===== config.mk =====
export PLATFORM = sky130hd
export DESIGN_NAME = ex_divider
export DESIGN_NICKNAME = d
export VERILOG_FILES = /design/src/rtl/ex_divider_pkg.sv /design/src/rtl/ex_divider_div_step.sv /design/src/rtl/ex_divider.sv
export SDC_FILE = /design/constraint.sdc
export NUM_CORES = 1
export LEC_CHECK = 0
export CORE_UTILIZATION = 59
export DETAILED_ROUTE_END_ITERATION = 7
export GPL_TIMING_DRIVEN = 0
export PLACE_DENSITY = 0.87
export SYNTH_ARGS = -nofsm -noshare
export SYNTH_HDL_FRONTEND = slang
export SYNTH_SLANG_ARGS = --single-unit

===== constraint.sdc =====
create_clock -name clk_i -period 6.5 [get_ports clk_i]
set_input_delay 1.625 -clock clk_i [delete_from_list [all_inputs] [get_ports clk_i]]
set_output_delay 1.625 -clock clk_i [all_outputs]
set_load 0.01 [all_outputs]

===== src/rtl/ex_divider_pkg.sv =====
// Shared definitions for the EX-stage iterative divider: op encodings, FSM
// states, default width and the iteration-count constant.
package ex_divider_pkg;

  localparam int XLEN_DEFAULT = 32;

  // Iterations performed after the load cycle; counter counts down to zero.
  localparam int ITER_COUNT_DEFAULT = XLEN_DEFAULT - 1;

  typedef enum logic [1:0] {
    OP_DIV  = 2'd0,
    OP_DIVU = 2'd1,
    OP_REM  = 2'd2,
    OP_REMU = 2'd3
  } op_e;

  typedef enum logic [1:0] {
    ST_IDLE = 2'd0,
    ST_CALC = 2'd1,
    ST_DONE = 2'd2
  } state_e;

  function automatic int iter_count(input int xlen);
    return xlen - 1;
  endfunction

  function automatic logic is_signed_op(input op_e op);
    return (op == OP_DIV) || (op == OP_REM);
  endfunction

  function automatic logic is_rem_op(input op_e op);
    return (op == OP_REM) || (op == OP_REMU);
  endfunction

endpackage


===== src/rtl/ex_divider_div_step.sv =====
// One radix-2 restoring division step: shift in the next dividend bit, then
// subtract the divisor if it fits.
module div_step #(
  parameter int XLEN = 32
) (
  input  logic [XLEN-1:0] rem_i,
  input  logic [XLEN-1:0] divisor_i,
  input  logic            bit_i,
  output logic [XLEN-1:0] rem_o,
  output logic            q_bit_o
);

  logic [XLEN:0] shifted_s;

  // The partial remainder is always below the divisor, so the true difference
  // fits XLEN bits and the truncated subtraction is exact.
  always_comb begin
    shifted_s = {rem_i, bit_i};
    if (shifted_s >= {1'b0, divisor_i}) begin
      q_bit_o = 1'b1;
      rem_o   = shifted_s[XLEN-1:0] - divisor_i;
    end else begin
      q_bit_o = 1'b0;
      rem_o   = shifted_s[XLEN-1:0];
    end
  end

endmodule


===== src/rtl/ex_divider.sv =====
// Iterative EX-stage divider for DIV/DIVU/REM/REMU; one quotient bit per cycle
// on operand magnitudes, with divide-by-zero and overflow resolved at issue.
module ex_divider
  import ex_divider_pkg::*;
#(
  parameter int XLEN = XLEN_DEFAULT
) (
  input  logic            clk_i,
  input  logic            reset_i,
  input  logic            start_i,
  input  logic [1:0]      op_i,
  input  logic [XLEN-1:0] rs1_val_i,
  input  logic [XLEN-1:0] rs2_val_i,
  input  logic            flush_i,
  output logic            busy_o,
  output logic            stall_o,
  output logic            done_o,
  output logic [XLEN-1:0] result_o
);

  localparam int CNT_W = (XLEN > 2) ? $clog2(XLEN) : 1;
  localparam logic [CNT_W-1:0] ITER_LOAD = CNT_W'(iter_count(XLEN));
  localparam logic [XLEN-1:0] ZERO_W    = {XLEN{1'b0}};
  localparam logic [XLEN-1:0] ONES_W    = {XLEN{1'b1}};
  localparam logic [XLEN-1:0] MIN_W     = {1'b1, {(XLEN-1){1'b0}}};

  state_e           state_q, state_d;
  op_e              op_q, op_d;
  logic [XLEN-1:0]  dvd_q, dvd_d;     // dividend magnitude shifts out, quotient shifts in
  logic [XLEN-1:0]  dvs_q, dvs_d;
  logic [XLEN-1:0]  rem_q, rem_d;
  logic [CNT_W-1:0] cnt_q, cnt_d;
  logic             q_neg_q, q_neg_d;
  logic             r_neg_q, r_neg_d;
  logic [XLEN-1:0]  result_q, result_d;
  logic             done_q, done_d;

  op_e              op_in_s;
  logic             in_signed_s;
  logic             a_neg_s;
  logic             b_neg_s;
  logic [XLEN-1:0]  a_mag_s;
  logic [XLEN-1:0]  b_mag_s;
  logic             div_zero_s;
  logic             overflow_s;
  logic [XLEN-1:0]  special_res_s;
  logic [XLEN-1:0]  step_rem_s;
  logic             step_q_s;
  logic [XLEN-1:0]  quo_next_s;
  logic [XLEN-1:0]  calc_res_s;

  div_step #(
    .XLEN (XLEN)
  ) u_div_step (
    .rem_i     (rem_q),
    .divisor_i (dvs_q),
    .bit_i     (dvd_q[XLEN-1]),
    .rem_o     (step_rem_s),
    .q_bit_o   (step_q_s)
  );

  // Issue-time decode: operand magnitudes and the two cases that skip CALC.
  always_comb begin
    op_in_s     = op_e'(op_i);
    in_signed_s = is_signed_op(op_in_s);
    a_neg_s     = in_signed_s & rs1_val_i[XLEN-1];
    b_neg_s     = in_signed_s & rs2_val_i[XLEN-1];
    a_mag_s     = a_neg_s ? (ZERO_W - rs1_val_i) : rs1_val_i;
    b_mag_s     = b_neg_s ? (ZERO_W - rs2_val_i) : rs2_val_i;
    div_zero_s  = (rs2_val_i == ZERO_W);
    overflow_s  = in_signed_s & (rs1_val_i == MIN_W) & (rs2_val_i == ONES_W);
    if (div_zero_s) begin
      special_res_s = is_rem_op(op_in_s) ? rs1_val_i : ONES_W;
    end else begin
      special_res_s = is_rem_op(op_in_s) ? ZERO_W : MIN_W;
    end
  end

  // Final sign fix-up applied to the outputs of the last division step.
  always_comb begin
    quo_next_s = {dvd_q[XLEN-2:0], step_q_s};
    if (is_rem_op(op_q)) begin
      calc_res_s = r_neg_q ? (ZERO_W - step_rem_s) : step_rem_s;
    end else begin
      calc_res_s = q_neg_q ? (ZERO_W - quo_next_s) : quo_next_s;
    end
  end

  // Next-state logic; flush beats any pending start or completion.
  always_comb begin
    state_d  = state_q;
    op_d     = op_q;
    dvd_d    = dvd_q;
    dvs_d    = dvs_q;
    rem_d    = rem_q;
    cnt_d    = cnt_q;
    q_neg_d  = q_neg_q;
    r_neg_d  = r_neg_q;
    result_d = result_q;
    done_d   = 1'b0;
    if (flush_i) begin
      state_d = ST_IDLE;
      cnt_d   = {CNT_W{1'b0}};
    end else begin
      case (state_q)
        ST_IDLE: begin
          if (start_i) begin
            op_d    = op_in_s;
            dvd_d   = a_mag_s;
            dvs_d   = b_mag_s;
            rem_d   = ZERO_W;
            q_neg_d = a_neg_s ^ b_neg_s;
            r_neg_d = a_neg_s;
            if (div_zero_s || overflow_s) begin
              state_d  = ST_DONE;
              done_d   = 1'b1;
              result_d = special_res_s;
            end else begin
              state_d = ST_CALC;
              cnt_d   = ITER_LOAD;
            end
          end else begin
            state_d = ST_IDLE;
          end
        end
        ST_CALC: begin
          rem_d = step_rem_s;
          dvd_d = quo_next_s;
          if (cnt_q == {CNT_W{1'b0}}) begin
            state_d  = ST_DONE;
            done_d   = 1'b1;
            result_d = calc_res_s;
          end else begin
            cnt_d = cnt_q - CNT_W'(1);
          end
        end
        ST_DONE: begin
          state_d = ST_IDLE;
        end
        default: begin
          state_d = ST_IDLE;
          cnt_d   = {CNT_W{1'b0}};
        end
      endcase
    end
  end

  // State and datapath registers with synchronous reset.
  always_ff @(posedge clk_i) begin
    if (reset_i) begin
      state_q  <= ST_IDLE;
      op_q     <= OP_DIV;
      dvd_q    <= ZERO_W;
      dvs_q    <= ZERO_W;
      rem_q    <= ZERO_W;
      cnt_q    <= {CNT_W{1'b0}};
      q_neg_q  <= 1'b0;
      r_neg_q  <= 1'b0;
      result_q <= ZERO_W;
      done_q   <= 1'b0;
    end else begin
      state_q  <= state_d;
      op_q     <= op_d;
      dvd_q    <= dvd_d;
      dvs_q    <= dvs_d;
      rem_q    <= rem_d;
      cnt_q    <= cnt_d;
      q_neg_q  <= q_neg_d;
      r_neg_q  <= r_neg_d;
      result_q <= result_d;
      done_q   <= done_d;
    end
  end

  assign busy_o   = (state_q == ST_CALC);
  assign stall_o  = ((state_q == ST_IDLE) & start_i & ~flush_i) | (state_q == ST_CALC);
  assign done_o   = done_q;
  assign result_o = result_q;

endmodule


; Word-level counts from Yosys, hierarchy flattened
; Index checks and enable logic that the tools add are counted.
[totals]
reg_bits = 140
inputBits = 70
out_inout_bits = 35
wordCells = 84
[op_classes]
addsub = 6
magnitude_cmp = 1
eq_ne = 13
mux = 30
bitwise_logic = 10
n_reduce_logical = 14
[ops]
columns = operator, n
row1 = 32-bit two-way mux, 14
row2 = 32-bit one-hot mux with 2 select lines, 3
row3 = "1-bit by 32-bit subtractor with 32-bit output, first input constant", 4
row4 = "32-bit == test, second input constant", 2
row5 = 33-bit by 32-bit greater-or-equal comparator with 1-bit output, 1
row6 = 32-bit logical NOT, 1
row7 = 32-bit subtractor, 1
row8 = 5-bit two-way mux, 3
row9 = 5-bit one-hot mux with 3 select lines, 1
row10 = "2-bit == test, second input constant", 5
row11 = "2-bit inequality test, second input constant", 4
row12 = 1-bit bitwise AND, 6
row13 = 2-bit two-way mux, 3
row14 = 3-bit AND reduction, 2
row15 = 5-bit logical NOT, 1
row16 = 5-bit AND reduction, 1
row17 = "5-bit by 1-bit subtractor with 5-bit output, second input constant", 1
row18 = 2-bit logical NOT, 2
row19 = 1-bit logical OR, 4
row20 = 1-bit two-way mux, 4
row21 = 2-bit one-hot mux with 2 select lines, 1
row22 = 4-bit AND reduction, 1
row23 = "2-bit by 1-bit == test with 1-bit output, second input constant", 1
row24 = "2-bit by 1-bit inequality test with 1-bit output, second input constant", 1
row25 = 6 further kinds, 7

; Logic depth before layout (Yosys ltp)
; Gate-level depths: netlist (run 1).
[logic_depth]
depth_word = 8
mapped_depth = 25
depth_no_buf = 19

; Cells and area by module
; From an unflattened synthesis (run 1), not the netlist that was laid out.
[hier_totals]
cells_unflattened = 1496
area_unflattened_um2 = 11212.0
[modules_own_cells]
columns = module, n_inst, cells_per_inst, area_per_inst_um2, seq_area_each_um2
row1 = ex_divider, 1, 1140, 8735.9, 2782.7
row2 = div_step, 1, 356, 2476.1, 0.0

; Least setup slack after synthesis (run 1)
; Ideal clock, no wire load.
[synth_path]
kind = flip-flop to flip-flop
start = register dvs_q[8]
end = register result_q[28] (netlist: result_o[28])
setup_time_ps = 114
arrival_time_ps = 4963
required_time_ps = 6386
path_slack_ps = 1423
path_stages_with_launch = 24
n_path_buf = 5
synth_period_minus_slack_ps = 5077
path_cell_list = dfxtp_1 -> inv_1 -> ha_1 -> a21oi_2 -> o21ai_2 -> a32o_1 -> o311a_1 -> or2_1 -> buf_4 -> clkbuf_1 -> buf_2 -> buf_1 -> o21ai_0 -> ha_1 -> nand2_1 -> nor4_2 -> and2_1 -> a41oi_1 -> or4_1 -> buf_2 -> o41ai_4 -> xor2_1 -> a21oi_1 -> a21o_1
[synth_via]
elab_chain_len = 7
word_cells_on_any_way = 11
classes_between = add/sub (3) / order compare (1) / mux (7)
[synth_rtl]
columns = element, line_no
row1 = start: declaration, ex_divider.sv:30  ; logic [XLEN-1:0] dvs_q, dvs_d;
row2 = start signal: assignment, ex_divider.sv:165  ; dvs_q <= dvs_d;
row3 = 32-bit subtractor / 33-bit by 32-bit greater-or-equal comparator with 1-bit output (equally long branches), "ex_divider_div_step.sv:21, ex_divider_div_step.sv:19"
row4 = 32-bit two-way mux / 1-bit two-way mux (equally long branches), ex_divider_div_step.sv:19  ; if (shifted_s >= {1'b0, divisor_i}) begin
row5 = "1-bit by 32-bit subtractor with 32-bit output, on equally long branches", "ex_divider.sv:83, ex_divider.sv:85"
row6 = "32-bit two-way mux, on equally long branches", "ex_divider.sv:83, ex_divider.sv:85"
row7 = 32-bit two-way mux *, ex_divider.sv:82  ; if (is_rem_op(op_q)) begin
row8 = 32-bit two-way mux *, ex_divider.sv:129  ; if (cnt_q == {CNT_W{1'b0}}) begin
row9 = 32-bit one-hot mux with 2 select lines *, ex_divider.sv:105  ; case (state_q)
row10 = end signal: assignment, ex_divider.sv:170  ; result_q <= result_d;
row11 = end: declaration, ex_divider.sv:35  ; logic [XLEN-1:0] result_q, result_d;
; Every way passes the cells marked *; elsewhere a longest branch is shown, timed or not. The select of a mux whose other input is x is not followed.
; A chain may end at the register's enable or synchronous reset.

; Worst setup path in the final report (run 1)
[layout_path]
start = register dvs_q[20]
end = register result_q[26] (netlist: result_o[26])
; The elaborated chain is that of the path after synthesis.

==> results by stage, run 1 <==
Critical path:
- The setup path with the least slack is of type flip-flop to flip-flop.
- The critical-path maximum fanout is 10.
- The most numerous cell type found on the critical path is buf_2.
- Among all stages on the critical path, the largest delay is contributed by or4_1.
- The nature of the critical path startpoint is a flip-flop.
- The family of cells with the greatest summed delay on the critical path is simple AND/OR/NAND/NOR gates.
- The number of buffers and inverters on the critical path is 7.
- The kind of end point of the critical path is a flip-flop.
- STA puts the critical path data required time at 6850 ps.
- The data arrival time of the critical path is 6630 ps.
- The delay of the slowest cell on the worst path is 530 ps.

Clocking:
- The number of buffers added by the clock tree synthesis step is 17.
- The clock transition at the register clock pins on the worst setup and hold paths after CTS is 70 ps.
- The CTS tree is built.
- Clock tree synthesis selected as its root buffer the cell clkbuf_16.
- The number of sinks driven by the clock tree is 139.
- The H-tree was split into 4 levels.
- In this run the post-CTS setup repair buffer count came out at 0.
- Counting along the longest clock path gives a buffer depth of 2.
- For the worst-skew pair, the clock arrives at the later sink with an insertion delay of 440 ps.

Placement:
- Input and output buffers added on the ports amount to 103.
- The placed wire-length estimate after detailed placement is 33500 µm.
- The instance count after placement with tap cells included is 1985.
- The final weighted congestion in routability-driven placement is 1.06.
- Timing analysis after detailed placement gives a worst setup slack of 20.8 ps.

Pwr:
- For this design the static power due to leakage is 0.00510 µW.
- The maximum resistive drop on vdd is 0.192 mV.
- For this design the ratio of total power to cell area is 202 nW/µm².

Routing:
- The residual DRC count is 4.
- The routed layout has 13700 vias.
- The starting DRC count in detailed routing is 2341.
- The total detailed-routing wirelength is 43500 µm.
- The count of nets left with antenna violations once routing finished came out at 0.
- Using the TritonRoute via totals, the vias-per-cell ratio works out to 6.80.
- Dividing the detail-routed wire length by the instance count gives 21.5 µm.
- The first detailed-routing pass took 8 iterations.

Global routing:
- The pin count of the biggest net entering global routing is 17.
- The residual overflow from global routing is 0.
- The first global-routing pass estimated 67900 µm of wire.
- Global routing used 43.5% of the available tracks.
- The initial antenna violation count is 1.
- The via count of the first global-routing pass is 12800.

Timing:
- Setup repair after global routing left no endpoint under its margin.
- The setup total negative slack is 0 ps.
- The worst relative slew slack is 16.9%.
- The transition at the pin with the smallest max-transition slack is 1240 ps.
- Of the available clock period, the critical path in the final layout requires 96.6%.
- The count of final hold-check violations came to 0.
- The worst hold slack is 443 ps.
- Setup slack closes at 222 ps.
- The final count of negative-setup-slack endpoints is 0.
- The final critical-path required period is 6280 ps.
- The max-slew violation count is 0.
- The clock arrives with 14.2 ps of skew.
- For this run, the top clock speed supported by timing is 159 MHz.

Synthesis:
- The largest family of logic cells by synthesized area is compound AO/OA/AOI/OAI gates.
- Among all flip-flop cells after synthesis, the most frequent one is dfxtp_1.
- Summing the areas of all compound-gate instances in the mapped netlist gives 29.9% of the synthesized area.
- Measured against the total synthesized area, the mux share comes to 1.15%.
- The synthesized netlist net count is 1732.
- The share of the synthesized netlist area taken by xor and xnor gates is 9.01%.
- For this run, the number of Yosys warnings is 0.
- The portion of the post-synthesis area used by sequential elements is 24.1%.
- The number of synthesized flops with an enable pin is 0.
- Of the total synthesized cell area, the portion taken by AND, OR, NAND and NOR gates is 26.0%.
- After technology mapping, the gate count stands at 1622.
- After synthesis, the netlist uses 90 different library cells.
- After synthesis the netlist holds a flip-flop and latch count of 139.
- The mean cell area of the mapped netlist is 7.13 µm².
- After synthesis, the share of flip-flops with an asynchronous set or reset is 0%.
- The post-synth design cell area is 11600 µm².
- Of the total synthesized cell area, the portion taken by full adders, half adders and majority gates is 4.39%.

Finish:
- In the layout the commonest cells are 244 x nor2_1, 139 x dfxtp_1, 134 x nand2_1.
- The net total in the final layout is 1854.
- The number of antenna diodes in the final layout is 0.
- The fraction of layout cells with a size suffix above 1 is 4.61%.
- The most common cell after layout, fill and taps aside is nor2_1.
- The storage element area is 2780 µm².
- The area growth from synthesis to layout is 16.9%.
- The area used by multi-input combinational logic is 8150 µm².
- The layout filler cell count is 1597.
- For this run, the number of standard cells in the final layout without fillers is 2017.

Floorplan:
- The core outline area is 19000 µm².
- The floorplan has 50 rows.
- The initial standard-cell utilization of the core is 61.0%.
- For this design the top-level I/O count stands at 105.
- The die height is 142 µm.
- The width of the die is 142 µm.
- The overall die area is 20200 µm².

Run status:
- The checks that failed: DRC.
- The run finished, with violations left.

Min path:
- The path class of the tightest hold or removal check is flip-flop to flip-flop.

Flow run:
- Max-cap violations in this run came to 0.
-- worst paths after layout --
kind                startpoint      endpoint  slack (ps)  cells after the start
setup / recovery     dvs_q[20]  result_o[26]         220                     25
hold / removal    result_o[18]  result_o[18]         440                      2
setup reg to reg     dvs_q[20]  result_o[26]         220                     25
hold reg to reg   result_o[18]  result_o[18]         440                      2
-- routing by layer --
metal	vias up	wire length, µm	global-route usage (%)
met5	-	13	0
met4	2	2070	20.4
met3	208	5790	11.2
met2	999	18300	65.8
met1	6308	17300	57.6
li1	6203	-	-
-- cell usage after synthesis, types with 14 or more instances --
master    count  area [µm²]
a211oi_1     67         503
a21o_1       17         128
a21oi_1     130         651
a22oi_1      25         188
a311oi_1     14         123
buf_2        16        80.1
clkbuf_1     77         289
dfxtp_1     139        2780
ha_1         39         488
inv_1        52         195
nand2_1     134         503
nand2b_1     20         125
nand3_1      28         140
nand4_1      30         188
nor2_1      244         916
nor3_1       47         235
nor4_1       23         144
o211ai_1     16         120
o21ai_0     109         546
o221ai_1     16         140
o31ai_1      23         173
or3_1        24         150
or4_1        15         113
xnor2_1      66         578
xor2_1       53         464
-- registers in the layout, summed over array words and instances (netlist names), 2 cells and up --
signal / flops
dvd_q: 32
rem_q: 32
dvs_q: 32
cnt_q: 5
result_o: 32
state_q: 2
-- per-stage QoR --
step / total power, µW / instance area [µm²] / util (%)
2_1_floorplan: 1450 / 11600 / -
3_3_place_gp: 1700 / 12900 / 68.2
3_5_place_dp: 1710 / 12900 / 68.2
4_1_cts: 2680 / 13500 / 71.3
5_1_grt: 2810 / 13500 / 71.3
6_report: 2730 / 13500 / 71.3
-- layout make-up --
class                      count  area share (%)
buffer                       107            3.25
clock buffer                  20            3.38
clock inverter                12           0.972
inverter                      53            1.49
multi-input combinational   1323            60.3
sequential                   139            20.6
tap                          260            2.41
timing repair buffer         103            7.63
-- report_power, final --
part / internal [µW] / total, µW / switching [µW]
clock network: 559 / 991 / 432
logic: 281 / 816 / 535
registers: 885 / 920 / 35.0
total: 1730 / 2730 / 1000
-- tightest hold or removal path: cells and delay by family (launching register included) --
family,cells,cell delay [ps]
flip-flops,1,310
AND/OR/NAND/NOR,2,90
-- logic make-up (layout without fill, tap and decap cells) --
| family | after synthesis | in the layout |
|---|---|---|
| muxes | 13 | 13 |
| xor gates and xnor gates | 119 | 119 |
| buffers and inverters | 160 | 295 |
| DFF | 139 | 139 |
| and+or+nand+nor | 630 | 630 |
| AOI/OAI and AO/OA | 521 | 521 |
| adders and majority gates | 40 | 40 |
-- repair_timing --
| action | in CTS | in global routing |
|---|---|---|
| endpoints found under the setup margin | 2 | 6 |
| endpoints found under the hold margin | 0 | 0 |
| gates resized for setup | 1 | 2 |
| hold buffers | 0 | 0 |
(Power assumes the default switching activity.)
==> run 2: changes to the inputs <==
--- a/config.mk
+++ b/config.mk
@@ -5,10 +5,11 @@
 export SDC_FILE = /design/constraint.sdc
 export NUM_CORES = 1
 export LEC_CHECK = 0
-export CORE_UTILIZATION = 59
+export ABC_CLOCK_PERIOD_IN_PS = 5470
+export CORE_UTILIZATION = 54
 export DETAILED_ROUTE_END_ITERATION = 7
 export GPL_TIMING_DRIVEN = 0
-export PLACE_DENSITY = 0.87
+export PLACE_DENSITY = 0.84
 export SYNTH_ARGS = -nofsm -noshare
 export SYNTH_HDL_FRONTEND = slang
 export SYNTH_SLANG_ARGS = --single-unit
==> constraint.sdc (replaced) <==
create_clock -name clk_i -period 5.47 [get_ports clk_i]
set_input_delay 1.3675 -clock clk_i [delete_from_list [all_inputs] [get_ports clk_i]]
set_output_delay 1.3675 -clock clk_i [all_outputs]
set_load 0.01 [all_outputs]
==> results by stage, run 2 (synthesis results as in run 1) <==
Timing:
- The achievable frequency is 185 MHz.
- The max-slew violation count is 0 (unchanged).
- The count of final hold-check violations is 0 (unchanged).
- The worst relative slew slack was 16.1% (was 16.9%).
- The worst hold slack came to 449 ps (was 443 ps).
- The final count of negative-setup-slack endpoints is 0 (unchanged).
- The final worst-path cycle share is 98.8%.
- The transition at the pin with the smallest max-transition slack is 1250 ps (was 1240 ps).
- The final critical-path required period is 5400 ps.
- The setup skew after layout is 17.5 ps (was 14.2 ps).

Finish:
- The most common cell after layout, fill and taps aside is nor2_1 (unchanged).
- The area growth from synthesis to layout is 18.6% (was 16.9%).
- The fraction of layout cells with a size suffix above 1 came to 6.65% (was 4.61%).
- The area of all placed cells without fillers came to 13700 µm² (was 13500 µm²).
- The net total in the final layout came to 1857 (was 1854).
- Most used cells in the layout excluding fill and tap cells: 244 x nor2_1, 135 x dfxtp_1, 129 x nand2_1 (was 244 x nor2_1, 139 x dfxtp_1, 134 x nand2_1).
- The number of diodes is 0 (unchanged).
- The utilization after layout is 65.3% (was 71.3%).
- The number of cells in the finished layout apart from fillers was 2035 (was 2017).

Placement:
- The final weighted congestion in routability-driven placement is 0.986 (was 1.06).
- The instance count after placement with tap cells included is 2000 (was 1985).
- The placed wire-length estimate after detailed placement came to 34800 µm (was 33500 µm).
- The standard cell area after detailed placement is 12900 µm² (about the same).
- The number of port buffers was 103 (unchanged).

Critical path:
- The signal on the critical path passes through clkdlybuf4s50_1 -> or4_1 -> or4_1 -> or3_1 -> nor4_2 -> nor2_1 -> nor2_2 -> o31ai_1 -> nor3_2 -> buf_2 -> o21ai_0 -> a221oi_1 -> a21o_1.
- The reg-to-reg endpoint is result_o[28] (was result_o[26]).
- The nature of the critical path startpoint is a primary input (was flip-flop).
- The worst reg2reg path startpoint is dvs_q[8] (was dvs_q[20]).
- The cell type of the slowest stage on the worst timing path is or4_1 (unchanged).
- The slack of the worst reg-to-reg path is 150 ps (was 220 ps).
- The required time of the worst setup path is 5850 ps (was 6850 ps).
- The startpoint-to-endpoint class of the critical path is primary input to flip-flop (was flip-flop to flip-flop).
- The delay of the slowest cell on the worst path is 630 ps (was 530 ps).
- The kind of end point of the critical path is a flip-flop (unchanged).
- The critical-path maximum fanout is 10 (unchanged).
- The number of cell instances on the worst register-to-register path came to 22 (was 25).
- The most common cell type on the critical path is or4_1 (was buf_2).
- The data arrival time of the critical path is 5780 ps (was 6630 ps).

Flow run:
- The count of maximum capacitance violations is 0 (unchanged).

Global routing:
- The initial antenna violation count came to 0 (was 1).
- The global router's overall resource usage is 40.5% (was 43.5%).
- The pin count of the biggest net entering global routing is 17 (unchanged).
- The residual overflow from global routing was 0 (unchanged).
- The via count of the first global-routing pass came to 12600 (was 12800).
- The wire length of the first global-routing pass is 68500 µm (was 67900 µm).

Pwr:
- The total power consumption of the routed design is 3240 µW (was 2730 µW).
- The maximum resistive drop on vdd is 0.239 mV (was 0.192 mV).
- The power per cell area came to 236 nW/µm² (was 202 nW/µm²).
- The leakage power total is 0.00513 µW (was 0.00510 µW).

Floorplan:
- The width of the die came to 148 µm (was 142 µm).
- The core outline area is 21000 µm² (was 19000 µm²).
- The initial standard-cell utilization of the core came to 55.0% (was 61.0%).
- The overall die area came to 22000 µm² (was 20200 µm²).
- The number of ports placed on the die boundary is 105 (unchanged).
- The number of cell rows was 53 (was 50).
- The die height is 148 µm (was 142 µm).

Clocking:
- The maximum buffer depth of the clock tree is 2 (unchanged).
- The clock root buffer master is clkbuf_16 (unchanged).
- The count of hold buffers inserted by post-cts repair is 0 (unchanged).
- The CTS tree is built (unchanged).
- The clock transition at the register clock pins on the worst setup and hold paths after CTS came to 70 ps (about the same).
- The number of buffers added by the clock tree synthesis step is 17 (unchanged).
- The worst-skew pair later-pin latency is 450 ps (was 440 ps).
- The H-tree depth is 4 (unchanged).
- The number of sinks driven by the clock tree came to 139 (unchanged).

Min path:
- The class of the tightest hold or removal check is flip-flop to flip-flop (unchanged).
- The capture endpoint of the worst hold path is result_o[18] (unchanged).
- The number of cells on the worst hold path is 2 (unchanged).
- The origin of the worst min-delay path is result_o[18] (unchanged).

Routing:
- The starting DRC count in detailed routing was 2023 (was 2341).
- The average routed wire per standard cell is 22.0 µm (was 21.5 µm).
- The via count of the routed design is 13600 (was 13700).
- The detail-routed via count per cell is 6.70 (was 6.80).
- The total detailed-routing wirelength is 44800 µm (was 43500 µm).
- The remaining antenna violation count came to 0 (unchanged).
- The residual DRC count is 0 (was 4).
- The number of detailed-routing iterations run before antenna repair is 7 (was 8).

Run status:
- Result of the run: finished, final reports clean (was finished with violations).
[run 2: repair_timing]
item / CTS / global route
endpoints found under the setup margin: 12 / 10
pin swaps: 2 / 6
endpoints found under the hold margin: 0 / 0
setup buffers: 2 / 5
gates resized for setup: 27 / 25
[run 2: stage by stage]
step | setup TNS [ps] | worst slack [ps]
floorplan | 0 | 393
global placement | -8790 | -1120
detailed placement | -9570 | -1190
CTS | 0 | 14.5
global route | -36.4 | -28.2
finish | 0 | 66.8
[run 2: how the worst max path moves through the flow]
stage / startpoint / to / slack, ps / cells after the start
2_1_floorplan: dvs_q[8] / result_o[28] / 390 / 23
3_3_place_gp: dvs_q[20] / result_o[28] / -1120 / 25
3_5_place_dp: dvs_q[20] / result_o[28] / -1190 / 25
4_1_cts: dvs_q[8] / result_o[28] / 10 / 23
5_1_grt: dvs_q[8] / result_o[28] / -30 / 24
6_report: rs1_val_i[22] / result_o[19] / 70 / 13
[run 2: layout make-up]
cell class | count | area (µm²)
buffer | 103 | 445
clock buffer | 18 | 429
clock inverter | 14 | 130
fill | 1883 | 7300
inverter | 53 | 201
multi-input combinational | 1323 | 8300
sequential | 139 | 2790
tap | 275 | 344
timing repair buffer | 110 | 1080
[run 2: power breakdown]
part	internal, µW	switching (µW)
sequential	1050	41.2
clock	598	530
combinational	355	662
[run 2: metal layers]
layer	up-vias	global-route usage (%)	part of all wire, %
met4	0	18.8	4.2
met1	6322	54.1	41
li1	6208	-	-
met3	158	11.1	13
met5	-	0	0
met2	951	60.5	42
[run 2: worst max-delay path, delay by kind of cell]
family | cells | cell delay, ps
compound gates | 4 | 790
buf+inv | 2 | 890
simple gates | 7 | 2720
==> run 3: changes to the inputs <==
--- a/config.mk
+++ b/config.mk
@@ -8,7 +8,7 @@
 export ABC_CLOCK_PERIOD_IN_PS = 5470
 export CORE_UTILIZATION = 54
 export DETAILED_ROUTE_END_ITERATION = 7
-export GPL_TIMING_DRIVEN = 0
+export GPL_ROUTABILITY_DRIVEN = 0
 export PLACE_DENSITY = 0.84
 export SYNTH_ARGS = -nofsm -noshare
 export SYNTH_HDL_FRONTEND = slang
==> results by stage, run 3 (synthesis results as in run 1) <==
Timing:
- The achievable frequency is 197 MHz (was 185 MHz).
- The final count of negative-setup-slack endpoints is 0 (unchanged).
- The count of final hold-check violations is 0 (unchanged).
- Setup repair after global routing left no endpoint under its margin.
- The max-slew violation count is 0 (unchanged).
- The final worst setup slack was 402 ps (was 66.8 ps).
- The setup total negative slack is 0 ps (unchanged).
- The final critical-path required period is 5070 ps (was 5400 ps).
- The worst relative slew slack is 29.9% (was 16.1%).
- The setup skew after layout came to 11.8 ps (was 17.5 ps).
- The final worst-path cycle share is 92.7% (was 98.8%).
- The transition at the pin with the smallest max-transition slack was 1050 ps (was 1250 ps).
- The worst hold slack was 440 ps (was 449 ps).

Floorplan:
- The number of cell rows was 53 (unchanged).
- The core outline area came to 21000 µm² (unchanged).
- The initial standard-cell utilization of the core is 55.0% (unchanged).
- The die height is 148 µm (unchanged).
- The number of ports placed on the die boundary is 105 (unchanged).
- The overall die area is 22000 µm² (unchanged).
- The width of the die was 148 µm (unchanged).

Global routing:
- The met2 global-route usage is 53.8% (was 60.5%).
- The pin count of the biggest net entering global routing is 96 (was 17).
- The wire length of the first global-routing pass was 60900 µm (was 68500 µm).
- The fraction of met1 tracks used by global routing is 46.6% (was 54.1%).
- The met3 capacity usage during global routing is 6.60% (was 11.1%).
- The initial antenna violation count was 0 (unchanged).
- The global router's overall resource usage is 35.0% (was 40.5%).
- The residual overflow from global routing is 0 (unchanged).
- The peak-usage layer in the global routing report is met2 (unchanged).
- The via count of the first global-routing pass came to 11700 (was 12600).

Finish:
- The utilization after layout is 63.6% (was 65.3%).
- The most common cell after layout, fill and taps aside is nor2_1 (unchanged).
- The fraction of layout cells with a size suffix above 1 is 5.60% (was 6.65%).
- The area of all placed cells without fillers is 13400 µm² (was 13700 µm²).
- The area used by multi-input combinational logic is 8170 µm² (was 8300 µm²).
- The storage element area is 2780 µm² (was 2790 µm²).
- Most used cells in the layout excluding fill and tap cells: 244 x nor2_1, 139 x dfxtp_1, 134 x nand2_1 (was 244 x nor2_1, 135 x dfxtp_1, 129 x nand2_1).
- The net total in the final layout is 1777 (was 1857).
- The area growth from synthesis to layout is 15.6% (was 18.6%).
- The number of diodes is 0 (unchanged).
- The layout filler cell count was 1786 (was 1883).

Critical path:
- The most common cell type on the critical path is ha_1 (was or4_1).
- The cell type of the slowest stage on the worst timing path is or4_4 (was or4_1).
- The number of cell instances on the worst register-to-register path came to 18 (was 22).
- The data arrival time of the critical path was 5390 ps (was 5780 ps).
- The worst reg2reg path startpoint is dvs_q[20] (was dvs_q[8]).
- The delay of the slowest cell on the worst path is 640 ps (was 630 ps).
- The family of cells with the greatest summed delay on the critical path is compound AO/OA/AOI/OAI gates (was simple AND/OR/NAND/NOR gates).
- Ordered cell list for the critical path: inv_1 -> ha_1 -> a21oi_2 -> o21ai_1 -> a221o_1 -> a21o_2 -> or2_2 -> mux2i_1 -> ha_1 -> nand2_1 -> nor4_2 -> and2_1 -> a41oi_1 -> or4_4 -> o41ai_4 -> xor2_1 -> a21oi_1 -> a21o_1 (was clkdlybuf4s50_1 -> or4_1 -> or4_1 -> or3_1 -> nor4_2 -> nor2_1 -> nor2_2 -> o31ai_1 -> nor3_2 -> buf_2 -> o21ai_0 -> a221oi_1 -> a21o_1).
- The reg-to-reg endpoint is result_o[28] (unchanged).
- The kind of end point of the critical path is a flip-flop (unchanged).
- The nature of the critical path startpoint is a flip-flop (was primary input).
- The critical-path maximum fanout is 12 (was 10).
- The number of buffers and inverters on the critical path is 1 (was 2).
- The slack of the worst reg-to-reg path is 400 ps (was 150 ps).
- The required time of the worst setup path is 5790 ps (was 5850 ps).
- The startpoint-to-endpoint class of the critical path is flip-flop to flip-flop (was primary input to flip-flop).

Routing:
- The number of detailed-routing iterations run before antenna repair came to 8 (was 7).
- The via count of the routed design was 13100 (was 13600).
- The total detailed-routing wirelength is 38600 µm (was 44800 µm).
- The detail-routed via count per cell is 6.71 (was 6.70).
- The residual DRC count was 2 (was 0).
- The average routed wire per standard cell was 19.7 µm (was 22.0 µm).
- The remaining antenna violation count was 0 (unchanged).
- The starting DRC count in detailed routing is 1792 (was 2023).

Clocking:
- The H-tree depth is 4 (unchanged).
- The number of sinks driven by the clock tree is 139 (unchanged).
- The clock transition at the register clock pins on the worst setup and hold paths after CTS is 70 ps (about the same).
- The clock root buffer master is clkbuf_16 (unchanged).
- The worst-skew pair later-pin latency is 430 ps (was 450 ps).
- The number of buffers added by the clock tree synthesis step is 17 (unchanged).
- The CTS tree is built (unchanged).
- The maximum buffer depth of the clock tree came to 2 (unchanged).

Placement:
- The number of port buffers is 104 (was 103).
- The worst slack at placement is 209 ps (was -1190 ps).
- The placed wire-length estimate after detailed placement is 28000 µm (was 34800 µm).
- The standard cell area after detailed placement is 12700 µm² (was 12900 µm²).

Pwr:
- The maximum resistive drop on vdd is 0.222 mV (was 0.239 mV).
- The power per cell area is 244 nW/µm² (was 236 nW/µm²).
- The leakage power total was 0.00508 µW (was 0.00513 µW).

Min path:
- The class of the tightest hold or removal check is flip-flop to flip-flop (unchanged).
- The capture endpoint of the worst hold path is result_o[18] (unchanged).
- The origin of the worst min-delay path was result_o[18] (unchanged).
- The number of cells on the worst hold path is 2 (unchanged).

Run status:
- Result of the run: finished with violations (was finished, final reports clean).
- The checks that failed: DRC.

Flow run:
- The count of maximum capacitance violations is 0 (unchanged).
[run 3: cell types whose count changed in the layout (fill, tap and decap cells not counted), sizes merged]
| cell | before | now |
|---|---|---|
| clkbuf | 93 | 21 |
| buf | 35 | 30 |
| inv | 61 | 56 |
| bufinv | 0 | 3 |
| clkinvlp | 4 | 1 |
| clkinv | 2 | 4 |
[run 3: area by class of cell]
class                      instances  area share [%]
sequential                       139            20.8
clock buffer                      21            3.44
tap                              275            2.57
clock inverter                    11            1.19
inverter                          53            1.51
timing repair buffer             133            9.39
multi-input combinational       1323            61.1
[run 3: worst max path at each step]
stage	start	end	slack (ps)	cells after the start
floorplan	dvs_q[8]	result_o[28]	390	23
detailed placement	rs1_val_i[24]	result_o[25]	210	13
CTS	dvs_q[20]	result_o[28]	290	18
finish	dvs_q[20]	result_o[28]	400	18
global route	dvs_q[20]	result_o[26]	4	18
global placement	rs1_val_i[24]	result_o[25]	290	13
[run 3: repair_timing]
item,4_1_cts,5_1_grt
hold buffers,0,0
setup buffers,0,0
gates resized for setup,0,2
endpoints found under the setup margin,0,5
[run 3: worst register-to-register path: cells and delay by family (launching register included)]
| kind | cells | cell delay, ps |
|---|---|---|
| AOI/OAI and AO/OA | 8 | 1840 |
| and+or+nand+nor | 5 | 1570 |
| adders and majority gates | 2 | 710 |
| DFF | 1 | 330 |
| muxes | 1 | 300 |
| xor gates and xnor gates | 1 | 170 |
| buffers and inverters | 1 | 40 |
[run 3: routing by layer]
layer,wire length [µm],vias to the layer above
met3,4490,166
met4,1750,0
met2,17000,908
met5,0,-
met1,15300,5998
li1,-,6039
[run 3: power by group]
group | switching [µW] | internal [µW] | leakage [µW] | total (µW)
clock network | 497 | 750 | 0.000299 | 1250
logic | 593 | 333 | 0.00365 | 926
registers | 42.3 | 1050 | 0.00113 | 1090
[run 3: metrics by stage]
step                std cells  total power, µW
finish                   1955             3270
global route             1955             3390
CTS                      1955             3230
detailed placement       1923             1990
global placement         1923             1980
floorplan                1622             1720
